File: src/rtl/alu_arbiter.sv
// Round-robin arbiter that lets four requesters share one external 8-bit ALU.
// Handles one request at a time: accept, issue to the ALU, wait for the result
// or a timeout, then send the response back to the requester.
module alu_arbiter #(
  parameter int NUM_REQ = 4,
  parameter int TIMEOUT = 15
) (
  input  logic        i_clk,
  input  logic        i_rst,
  input  logic [3:0]  i_req_valid,
  input  logic [31:0] i_req_a,
  input  logic [31:0] i_req_b,
  input  logic [7:0]  i_req_op,
  output logic [3:0]  o_req_ready,
  output logic [3:0]  o_rsp_valid,
  output logic [7:0]  o_rsp_result,
  output logic [1:0]  o_rsp_id,
  output logic        o_alu_valid,
  output logic [7:0]  o_alu_a,
  output logic [7:0]  o_alu_b,
  output logic [1:0]  o_alu_op,
  input  logic        i_alu_valid,
  input  logic [7:0]  i_alu_result,
  output logic        o_busy,
  output logic        o_timeout_err,
  output logic [1:0]  o_dbg_state
);

  // Handshake: a request transfers on a rising edge where i_req_valid[n] and
  // o_req_ready[n] are both high; o_rsp_valid and o_alu_valid are one-cycle
  // strobes with no back-pressure.
  typedef enum logic [1:0] {
    S_IDLE  = 2'd0,
    S_ISSUE = 2'd1,
    S_WAIT  = 2'd2,
    S_RESP  = 2'd3
  } state_t;

  state_t      r_state;
  state_t      w_next;
  logic [1:0]  r_ptr;
  logic [1:0]  r_id;
  logic [1:0]  r_op;
  logic [7:0]  r_a;
  logic [7:0]  r_b;
  logic [7:0]  r_wcnt;
  logic [7:0]  r_rsp_result;
  logic [1:0]  r_rsp_id;
  logic        r_timeout_err;
  logic        w_win_found;
  logic [1:0]  w_win_id;
  logic        w_accept;
  logic        w_timeout;

  // Rotating priority search starting at r_ptr.
  always_comb begin
    w_win_found = 1'b0;
    w_win_id    = r_ptr;
    for (int i = 0; i < NUM_REQ; i++) begin
      if (!w_win_found && i_req_valid[2'(r_ptr + 2'(i))]) begin
        w_win_found = 1'b1;
        w_win_id    = 2'(r_ptr + 2'(i));
      end
    end
  end

  always_comb begin
    o_req_ready = 4'b0000;
    if (r_state == S_IDLE && w_win_found && !i_rst) begin
      o_req_ready = 4'b0001 << w_win_id;
    end
  end

  assign w_accept  = |(o_req_ready & i_req_valid);
  assign w_timeout = !i_alu_valid && (r_wcnt == 8'(TIMEOUT - 1));

  always_comb begin
    w_next = r_state;
    case (r_state)
      S_IDLE:  if (w_accept) w_next = S_ISSUE;
      S_ISSUE: w_next = S_WAIT;
      S_WAIT:  if (i_alu_valid || w_timeout) w_next = S_RESP;
      S_RESP:  w_next = S_IDLE;
      default: w_next = S_IDLE;
    endcase
  end

  always_ff @(posedge i_clk) begin
    if (i_rst) begin
      r_state       <= S_IDLE;
      r_ptr         <= 2'd0;
      r_id          <= 2'd0;
      r_op          <= 2'd0;
      r_a           <= 8'd0;
      r_b           <= 8'd0;
      r_wcnt        <= 8'd0;
      r_rsp_result  <= 8'd0;
      r_rsp_id      <= 2'd0;
      r_timeout_err <= 1'b0;
    end else begin
      r_state <= w_next;
      r_wcnt  <= 8'd0;
      case (r_state)
        S_IDLE: begin
          if (w_accept) begin
            r_id <= w_win_id;
            r_a  <= i_req_a[{w_win_id, 3'b000} +: 8];
            r_b  <= i_req_b[{w_win_id, 3'b000} +: 8];
            r_op <= i_req_op[{w_win_id, 1'b0} +: 2];
          end
        end
        S_WAIT: begin
          r_wcnt <= r_wcnt + 8'd1;
          // A real result on the timeout cycle takes priority over the abort.
          if (i_alu_valid) begin
            r_rsp_result <= i_alu_result;
            r_rsp_id     <= r_id;
          end else if (w_timeout) begin
            r_rsp_result  <= 8'hFF;
            r_rsp_id      <= r_id;
            r_timeout_err <= 1'b1;
          end
        end
        S_RESP: r_ptr <= r_id + 2'd1;
        default: ;
      endcase
    end
  end

  always_comb begin
    o_rsp_valid = 4'b0000;
    if (r_state == S_RESP) begin
      o_rsp_valid = 4'b0001 << r_rsp_id;
    end
  end

  assign o_rsp_result  = r_rsp_result;
  assign o_rsp_id      = r_rsp_id;
  assign o_alu_valid   = (r_state == S_ISSUE);
  assign o_alu_a       = r_a;
  assign o_alu_b       = r_b;
  assign o_alu_op      = r_op;
  assign o_busy        = (r_state != S_IDLE);
  assign o_timeout_err = r_timeout_err;
  assign o_dbg_state   = r_state;

endmodule

File: config.mk
export PLATFORM = sky130hd
export DESIGN_NAME = alu_arbiter
export DESIGN_NICKNAME = d
export VERILOG_FILES = /design/src/rtl/alu_arbiter.sv
export SDC_FILE = /design/constraint.sdc
export NUM_CORES = 1
export LEC_CHECK = 0
export BUFFER_PORTS_ARGS = -buffer_cell sky130_fd_sc_hd__buf_2
export CORE_UTILIZATION = 35
export DETAILED_ROUTE_END_ITERATION = 10
export PLACE_DENSITY_LB_ADDON = 0.25
export SKIP_LAST_GASP = 1
export SLEW_MARGIN = 25
export SYNTH_ARGS = -nofsm -noshare
export SYNTH_HDL_FRONTEND = slang
export SYNTH_SLANG_ARGS = --single-unit
File: constraint.sdc
create_clock -name i_clk -period 4.82 [get_ports i_clk]
set_clock_uncertainty 0.15 [all_clocks]
set_input_delay 0.964 -clock i_clk [delete_from_list [all_inputs] [get_ports i_clk]]
set_output_delay 0.964 -clock i_clk [all_outputs]
set_load 0.1 [all_outputs]
==> reports/qor.csv, run 1 <==
stage,metric,value,unit
critical_path,crit end category,output pin,
critical_path,largest fanout on the critical path,24,
sta,unrepaired setup endpoints after global routing,no,
clocking,"Reg clk slew, reported paths",0.09,ns
final_layout,Fillers,878,
clocking,cts hold-fix bufs,0,
synthesis,Post-synth ARST share,0,
global_routing,first-pass GRT wire length,15100,um
synthesis,Mapped Cells,406,
clocking,buffer count from post-CTS setup fixing,0,
synthesis,cell taking the most area after synthesis,dfxtp_1,
hold_path,HP Class,flip-flop to flip-flop,
sta,"Slew Viols, Final",0,
clocking,Worst-Skew Late Latency,0.30,ns
sta,setup_tns,0,ns
clocking,CTS tree,yes,
final_layout,layout cell share with drive strength beyond 1,0.302,
synthesis,Post-synth EDFFs,0,
place,Final GP Congestion,0.813,
power_and_ir_drop,VDD IR max,287,uV
run,total of max-cap violations,0,
die,I/O pin count,128,
critical_path,arrival time at the worst endpoint,2.90,ns
critical_path,family with the most delay on the worst path,simple AND/OR/NAND/NOR gates,
synthesis,Syn Nets,500,
die,Initial Util,0.366,
clocking,H-tree Lvls,2,
clocking,CTS resizes,0,
synthesis,mapped cell area,3040,um^2
critical_path,Startpoint Class,input port,
synthesis,Main synth FF type,dfxtp_1,
routing,Residual DRC,0,
final_layout,fin nets,607,
critical_path,crit-path cells,buf_2 -> nor4_1 -> or3_1 -> nor2_1 -> buf_2,
critical_path,"Slowest-stage cell, CP",or3_1,
routing,DR vias,3403,
synthesis,Yosys top cell area share,0.283,
sta,Slew @ Worst Pin,0.993,ns
global_routing,largest net degree at the start of global routing,40,
die,die width,95.1,um
synthesis,"Seq/Total Area, Yosys",0.283,
critical_path,critical path class,input port to output pin,
sta,crit path time final,4.02,ns
synthesis,Yosys reg bits,43,
die,core area,8300,um^2
final_layout,P&R area growth vs syn,26.0,%
power_and_ir_drop,power per cell area,502,nW/um^2
sta,endpoints failing hold,0,
final_layout,utilization after layout,0.461,
global_routing,Congestion Overflow GR,0,
routing,Routed Antenna Nets,0,
synthesis,Yosys cell types,47,
routing,wire per inst,15.8,um
global_routing,antenna violations before repair,0,
power_and_ir_drop,Lkg Pwr,1.65,nW
global_routing,vias in the first global route,3098,
synthesis,Mapped Avg Cell Area,7.48,um^2
sta,crit share post-route,0.833,
clocking,Clock Sinks,43,
final_layout,Antenna diodes,0,
place,DP Wirelength,7040,um
routing,vias per std cell,5.50,
routing,final wirelength,9790,um
critical_path,WP buf/inv,2,
die,FP Rows,33,
clocking,CTS buffer count,5,
run_status,status,finished clean,
clocking,Root Driver,clkbuf_8,
sta,f_max,249,MHz
synthesis,"top cells by area, synth","dfxtp_1, o21ai_0, a21oi_1",
sta,Worst slew margin,0.338,
routing,Initial DRC Count,172,
die,die height,95.1,um
critical_path,largest stage delay on the critical path,0.71,ns
critical_path,WP data required,3.71,ns
critical_path,Most common cell on crit path,buf_2,
die,die area,9050,um^2
place,number of port buffers,127,
clocking,Max clock buf depth,2,
synthesis,YS warnings,0,
global_routing,all-layer global routing usage,0.211,
sta,Final setup viols,0,
routing,first drt pass iteration count,4,
power_and_ir_drop,total power,1.92,mW
## area by class of cell
class,instances,area [um^2],share of cell area
clock buffers,5,68.8,0.0180
multi-input cells,300,1920,0.501
flip-flops and latches,43,861,0.225
well taps,105,131,0.0343
repair buffers,136,703,0.184
inverters,27,101,0.0265
clock inverters,3,43.8,0.0114
## worst register-to-register path, cell delays in order (launching register included)
cell       delay, ns
dfxtp_1         0.94
a2bb2oi_2       0.15
o32ai_2         0.83
a2111oi_0       0.34
a41oi_1         0.21
## cell usage in the layout, fill, tap and decap left out, types with 2 or more instances in the layout
cell	n
dfxtp_1	43
nor3_1	11
nor2_1	28
nor2b_1	2
a2111oi_0	18
buf_4	9
a211oi_1	22
nand4b_1	2
nand2b_1	25
xor2_1	5
o21ai_0	40
nand3_1	3
a21oi_1	37
and3_1	2
clkbuf_8	5
buf_2	127
inv_1	27
or2_2	2
nand2_1	28
a41oi_1	18
nor3b_1	3
or3b_1	3
o21bai_1	19
nand4_1	2
ha_1	7
o21a_1	2
xnor2_1	2
## cells in the mapped netlist (2+ instances only)
master     number
dfxtp_1        43
o21ai_0        40
a21oi_1        37
nand2_1        28
nor2_1         28
inv_1          27
nand2b_1       25
a211oi_1       22
clkbuf_1       21
o21bai_1       19
a2111oi_0      18
a41oi_1        18
buf_2          12
nor3_1         12
ha_1            7
xor2_1          5
nand3_1         3
nor3b_1         3
or3b_1          3
and3_1          2
nand4_1         2
nand4b_1        2
nor2b_1         2
o21a_1          2
or2_2           2
xnor2_1         2
## path summary, 6_finish.rpt
| path | from | endpoint | slack (ns) | depth (start not counted) |
|---|---|---|---|---|
| max | i_req_valid[1] | o_req_ready[3] | 0.80 | 5 |
| min | o_timeout_err | o_timeout_err | 0.31 | 2 |
| max reg2reg | r_ptr[0] | o_alu_a[1] | 2.12 | 4 |
| min reg2reg | o_timeout_err | o_timeout_err | 0.31 | 2 |
## kinds of logic (layout without fill, tap and decap cells)
logic type | after synthesis | in the layout | synth area share
compound gates | 165 | 165 | 0.372
mux | 1 | 1 | 0.00371
buf+inv | 63 | 171 | 0.0865
simple gates | 120 | 120 | 0.205
flops | 43 | 43 | 0.283
xor+xnor | 7 | 7 | 0.0202
fa+ha+maj | 7 | 7 | 0.0288
## report_power, final
group	leakage (nW)	internal (mW)	switching, mW
clock	0.0581	0.155	0.139
sequential	0.352	0.431	0.0590
combinational	1.24	0.236	0.901
total	1.65	0.822	1.10
## sequential cells by signal (all words and copies together), names as in the netlist
| signal | cells |
|---|---|
| o_timeout_err | 1 |
| r_wcnt | 8 |
| o_alu_b | 8 |
| o_dbg_state | 2 |
| o_rsp_result | 8 |
| r_ptr | 2 |
| o_rsp_id | 2 |
| o_alu_a | 8 |
| o_alu_op | 2 |
| r_id | 2 |
## stage by stage
step           hold WS [ns]  cells  setup slack [ns]  instance area [um^2]
6_report              0.313    619             0.804                  3830
3_3_place_gp          0.294    611             0.912                  3710
4_1_cts               0.311    619             0.823                  3830
2_1_floorplan         0.287    406            0.0909                  3040
3_5_place_dp          0.293    611             0.833                  3710
5_1_grt               0.330    619             0.703                  3830
## layer usage
layer,vias to the layer above,share of wire,track usage
met3,9,0.061,0.0279
li1,1695,-,-
met5,-,0,0
met1,1575,0.47,0.279
met2,124,0.46,0.356
met4,0,0.014,0.0606
Note: power is estimated with default switching activity, not from simulation.
==> run 2, diff against run 1 <==
==> constraint.sdc (replaced) <==
create_clock -name i_clk -period 3.9 [get_ports i_clk]
set_clock_uncertainty 0.15 [all_clocks]
set_input_delay 0.78 -clock i_clk [delete_from_list [all_inputs] [get_ports i_clk]]
set_output_delay 0.78 -clock i_clk [all_outputs]
set_load 0.1 [all_outputs]
==> run 2 against run 1 <==
- design area grew 2.5%
- register-to-register slack lost 0.83 ns
- flip-flop and latch count is the same
- worst setup slack lost 0.27 ns
- clock-buffer cell count is the same
- total power grew 25%
- utilization grew 1.1 points
- die area is the same
- hold slack lost 0.0049 ns
- largest cell class unchanged
- sequential share of layout area shrank 0.55 points
==> reports/qor.csv, run 2 (same netlist as run 1, synthesis figures left out) <==
stage,metric,value,unit
clocking,CTS tree,yes,
die,FP Rows,33,
power_and_ir_drop,total power,2.41,mW
global_routing,met2 Use GR,0.368,
sta,setup_tns,0,ns
critical_path,WP data required,2.97,ns
place,number of port buffers,127,
place,Final GP Congestion,0.883,
global_routing,largest net degree at the start of global routing,39,
die,Initial Util,0.366,
final_layout,Fillers,847,
final_layout,utilization after layout,0.473,
sta,crit share post-route,0.863,
die,die area,9050,um^2
global_routing,met1 usage,0.270,
global_routing,grt met3 use,0.0399,
power_and_ir_drop,VDD IR max,337,uV
run_status,status,finished clean,
critical_path,critical path class,flip-flop to output pin,
place,DP Wirelength,6960,um
hold_path,worst hold stages,2,
routing,Residual DRC,0,
sta,f_max,297,MHz
place,Inst Count DP,615,
run,total of max-cap violations,0,
routing,wire per inst,15.7,um
power_and_ir_drop,Lkg Pwr,1.68,nW
global_routing,all-layer global routing usage,0.215,
die,die width,95.1,um
routing,DR vias,3469,
critical_path,cells on worst reg2reg path,3,
global_routing,first-pass GRT wire length,15300,um
sta,endpoints failing hold,0,
clocking,H-tree Lvls,2,
clocking,buffer count from post-CTS setup fixing,0,
final_layout,layout cell share with drive strength beyond 1,0.309,
critical_path,Startpoint Class,flip-flop,
clocking,Max clock buf depth,2,
final_layout,P&R area growth vs syn,29.2,%
routing,first drt pass iteration count,4,
final_layout,final instance area,3920,um^2
routing,Initial DRC Count,139,
critical_path,arrival time at the worst endpoint,2.43,ns
sta,Worst slew margin,0.321,
clocking,"Reg clk slew, reported paths",0.09,ns
power_and_ir_drop,power per cell area,613,nW/um^2
final_layout,Antenna diodes,0,
global_routing,antenna violations before repair,0,
global_routing,Congestion Overflow GR,0,
clocking,Root Driver,clkbuf_8,
clocking,CTS resizes,0,
die,core area,8300,um^2
sta,unrepaired setup endpoints after global routing,no,
clocking,Worst-Skew Late Latency,0.31,ns
sta,Final setup viols,0,
hold_path,HP Class,flip-flop to flip-flop,
routing,Routed Antenna Nets,0,
final_layout,most frequent cells in the layout,"buf_2, dfxtp_1, o21ai_0, a21oi_1",
final_layout,FF+latch area,861,um^2
critical_path,largest fanout on the critical path,30,
final_layout,Layout Cells excl Fill,623,
die,die height,95.1,um
sta,"Slew Viols, Final",0,
final_layout,fin nets,611,
clocking,CTS buffer count,5,
final_layout,"commonest non-fill, non-tap cell in the layout",buf_2,
routing,vias per std cell,5.57,
critical_path,crit end category,output pin,
sta,crit path time final,3.36,ns
global_routing,global route hottest layer,met2,
sta,Slew @ Worst Pin,1.02,ns
clocking,Clock Sinks,43,
clocking,cts hold-fix bufs,0,
global_routing,vias in the first global route,3235,
final_layout,multi-input logic area,1930,um^2
routing,final wirelength,9790,um
die,I/O pin count,128,
place,placed cell areas,3790,um^2
run 2: cell type report:
class	count	area share
clock buffers	5	0.0175
clock inverters	3	0.0121
inverters	27	0.0258
multi-input cells	300	0.493
flip-flops and latches	43	0.219
well taps	105	0.0335
repair buffers	140	0.198
run 2: metrics by stage:
step | worst slack, ns | hold slack (ns)
2_1_floorplan | -0.574 | 0.287
3_3_place_gp | 0.592 | 0.282
3_5_place_dp | 0.538 | 0.294
4_1_cts | 0.528 | 0.311
5_1_grt | 0.419 | 0.334
6_report | 0.535 | 0.308
run 2: final timing paths:
check / from / to / slack, ns
max: r_ptr[0] / o_req_ready[1] / 0.54
min: o_timeout_err / o_timeout_err / 0.31
max reg2reg: r_ptr[0] / o_alu_b[6] / 1.29
min reg2reg: o_timeout_err / o_timeout_err / 0.31
run 2: per-layer routing:
metal  share of wire  vias up  wire, um
li1                -     1699         -
met1            0.44     1629      4270
met2            0.48      128      4680
met3           0.071       13       692
met4           0.015        0       147
met5               0        -         0
run 2: worst max-delay path: stages (launching register included):
cell and delay, ns:
dfxtp_1 1.00, or3b_1 0.43, a31oi_2 0.19, nor2_1 0.07, nor2_1 0.22, buf_12 0.21
run 2: report_power, final:
part           internal [mW]  switching (mW)  total [mW]  leakage [nW]
clock network          0.194           0.177       0.372        0.0587
logic                  0.315            1.11        1.43          1.27
registers              0.533          0.0745       0.608         0.352
total                   1.04            1.36        2.41          1.68
==> run 3, diff against run 2 <==
--- a/config.mk
+++ b/config.mk
@@ -5,6 +5,7 @@
 export SDC_FILE = /design/constraint.sdc
 export NUM_CORES = 1
 export LEC_CHECK = 0
+export ABC_AREA = 1
 export BUFFER_PORTS_ARGS = -buffer_cell sky130_fd_sc_hd__buf_2
 export CORE_UTILIZATION = 35
 export DETAILED_ROUTE_END_ITERATION = 10
==> constraint.sdc (replaced) <==
create_clock -name i_clk -period 4.1 [get_ports i_clk]
set_clock_uncertainty 0.15 [all_clocks]
set_input_delay 0.82 -clock i_clk [delete_from_list [all_inputs] [get_ports i_clk]]
set_output_delay 0.82 -clock i_clk [all_outputs]
set_load 0.1 [all_outputs]
==> run 3 against run 2 <==
- flip-flop and latch count stayed put
- sequential share of layout area up 0.18 points
- synthesized area shrank 0.41%
- hold slack improved by 0.014 ns
- synthesized cell count up 21%
- clock power is 5.9% lower
- design area decreased by 0.80%
- first-iteration DRC count decreased by 20%
- combinational power up 65%
- largest power group unchanged
==> reports/qor.csv, run 3 <==
stage,metric,value,unit
final_layout,Fillers,898,
synthesis,Yosys top cell area share,0.285,
global_routing,antenna violations before repair,0,
synthesis,cell taking the most area after synthesis,dfxtp_1,
synthesis,Mapped Avg Cell Area,6.17,um^2
critical_path,Most common cell on crit path,nand2_1,
clocking,Max clock buf depth,2,
die,die height,95.0,um
routing,DR vias,3502,
final_layout,Antenna diodes,0,
sta,crit share post-route,0.901,
routing,final wirelength,8780,um
critical_path,WP data required,3.13,ns
sta,Final setup viols,0,
synthesis,mapped cell area,3020,um^2
die,core area,8300,um^2
clocking,cts hold-fix bufs,0,
synthesis,Main synth FF type,dfxtp_1,
synthesis,Post-synth EDFFs,0,
global_routing,largest net degree at the start of global routing,39,
run,total of max-cap violations,0,
clocking,CTS tree,yes,
sta,endpoints failing hold,0,
clocking,Clock Sinks,43,
synthesis,Yosys reg bits,43,
final_layout,FF+latch area,861,um^2
sta,"Slew Viols, Final",0,
synthesis,top-count cell post-synth,nand2_1,
final_layout,fin nets,702,
power_and_ir_drop,power per cell area,855,nW/um^2
sta,setup_tns,0,ns
clocking,CTS buffer count,5,
synthesis,Syn Nets,584,
routing,first drt pass iteration count,4,
place,placed cell areas,3770,um^2
clocking,"Reg clk slew, reported paths",0.09,ns
sta,unrepaired setup endpoints after global routing,no,
die,I/O pin count,128,
final_layout,multi-input logic area,1830,um^2
hold_path,HP Class,flip-flop to flip-flop,
die,Initial Util,0.364,
final_layout,"commonest non-fill, non-tap cell in the layout",nand2_1,
critical_path,family with the most delay on the worst path,simple AND/OR/NAND/NOR gates,
sta,Slew @ Worst Pin,0.661,ns
place,Final GP Congestion,0.821,
clocking,Root Driver,clkbuf_8,
critical_path,arrival time at the worst endpoint,2.72,ns
critical_path,"Slowest-stage cell, CP",dfxtp_1,
place,number of port buffers,127,
synthesis,commonest cells in the netlist,"nand2_1, nand3_1, inv_1, nor2_1, dfxtp_1",
routing,Residual DRC,0,
power_and_ir_drop,Lkg Pwr,2.22,nW
critical_path,crit end category,output pin,
sta,crit path time final,3.69,ns
final_layout,final instance area,3890,um^2
run_status,status,finished clean,
sta,Worst slew margin,0.556,
synthesis,"top cells by area, synth","dfxtp_1, nand2_1, nand3_1",
routing,Initial DRC Count,111,
global_routing,vias in the first global route,3101,
synthesis,Yosys cell types,29,
clocking,CTS resizes,0,
clocking,buffer count from post-CTS setup fixing,0,
synthesis,"Seq/Total Area, Yosys",0.285,
synthesis,Mapped Cells,490,
clocking,Worst-Skew Late Latency,0.29,ns
global_routing,all-layer global routing usage,0.196,
die,FP Rows,33,
routing,vias per std cell,4.90,
routing,wire per inst,12.3,um
clocking,H-tree Lvls,2,
global_routing,first-pass GRT wire length,13800,um
critical_path,Startpoint Class,flip-flop,
critical_path,critical path class,flip-flop to output pin,
critical_path,largest stage delay on the critical path,0.55,ns
routing,Routed Antenna Nets,0,
die,die width,95.0,um
synthesis,Post-synth ARST share,0,
die,die area,9020,um^2
global_routing,Congestion Overflow GR,0,
critical_path,WP buf/inv,2,
sta,f_max,271,MHz
synthesis,YS warnings,0,
place,DP Wirelength,6430,um
critical_path,crit-path cells,inv_2 -> nand2_1 -> nand2_1 -> nand2_1 -> nand2_4 -> nor2_8 -> nand3_1 -> nand3_1 -> nand2_1 -> nor3_1 -> buf_12,
final_layout,P&R area growth vs syn,28.7,%
final_layout,most frequent cells in the layout,"nand2_1, buf_2, nand3_1, inv_1, nor2_1",
critical_path,largest fanout on the critical path,13,
final_layout,layout cell share with drive strength beyond 1,0.278,
power_and_ir_drop,VDD IR max,411,uV
==> run 3: worst paths after layout <==
kind | start | to | slack [ns] | cells after the start
setup / recovery | r_ptr[0] | o_req_ready[2] | 0.41 | 11
hold / removal | r_wcnt[0] | r_wcnt[0] | 0.32 | 1
setup reg to reg | r_ptr[0] | o_alu_a[6] | 1.43 | 14
hold reg to reg | r_wcnt[0] | r_wcnt[0] | 0.32 | 1
==> run 3: kinds of logic (layout without fill, tap and decap cells) <==
family | count (synthesis) | after routing | synth area share
AO/OA/AOI/OAI | 26 | 26 | 0.0550
XOR/XNOR | 3 | 3 | 0.00869
adder cells (fa/ha/maj) | 7 | 7 | 0.0290
buffers and inverters | 78 | 197 | 0.118
flip-flops | 43 | 43 | 0.285
AND/OR/NAND/NOR | 333 | 333 | 0.505
==> run 3: cell type report <==
class	count	area share
multi-input cells	369	0.469
well taps	105	0.0338
flip-flops and latches	43	0.221
inverters	55	0.0531
clock buffers	6	0.0212
repair buffers	134	0.192
clock inverters	2	0.00900
==> run 3: power breakdown <==
group	internal (mW)	switching [mW]
Sequential	0.535	0.0783
Clock	0.197	0.152
Combinational	0.538	1.82
==> run 3: layer usage <==
metal  GRT usage  vias to the layer above  routed length, um
li1            -                     1798                  -
met1       0.236                     1591               3870
met2       0.360                      109               4390
met3      0.0306                        4                456
met4      0.0455                        0                 59
met5           0                        -                  0
==> run 3: metrics by stage <==
stage | hold slack [ns] | power (mW) | util | instances | setup WS (ns)
after global placement | 0.292 | 2.97 | 0.455 | 706 | 0.658
after detailed placement | 0.304 | 3.00 | 0.455 | 706 | 0.585
after CTS | 0.328 | 3.36 | 0.469 | 714 | 0.382
final | 0.322 | 3.33 | 0.469 | 714 | 0.406
after floorplan | 0.280 | 2.58 | - | 490 | -0.794
after global routing | 0.355 | 3.58 | 0.469 | 714 | 0.198
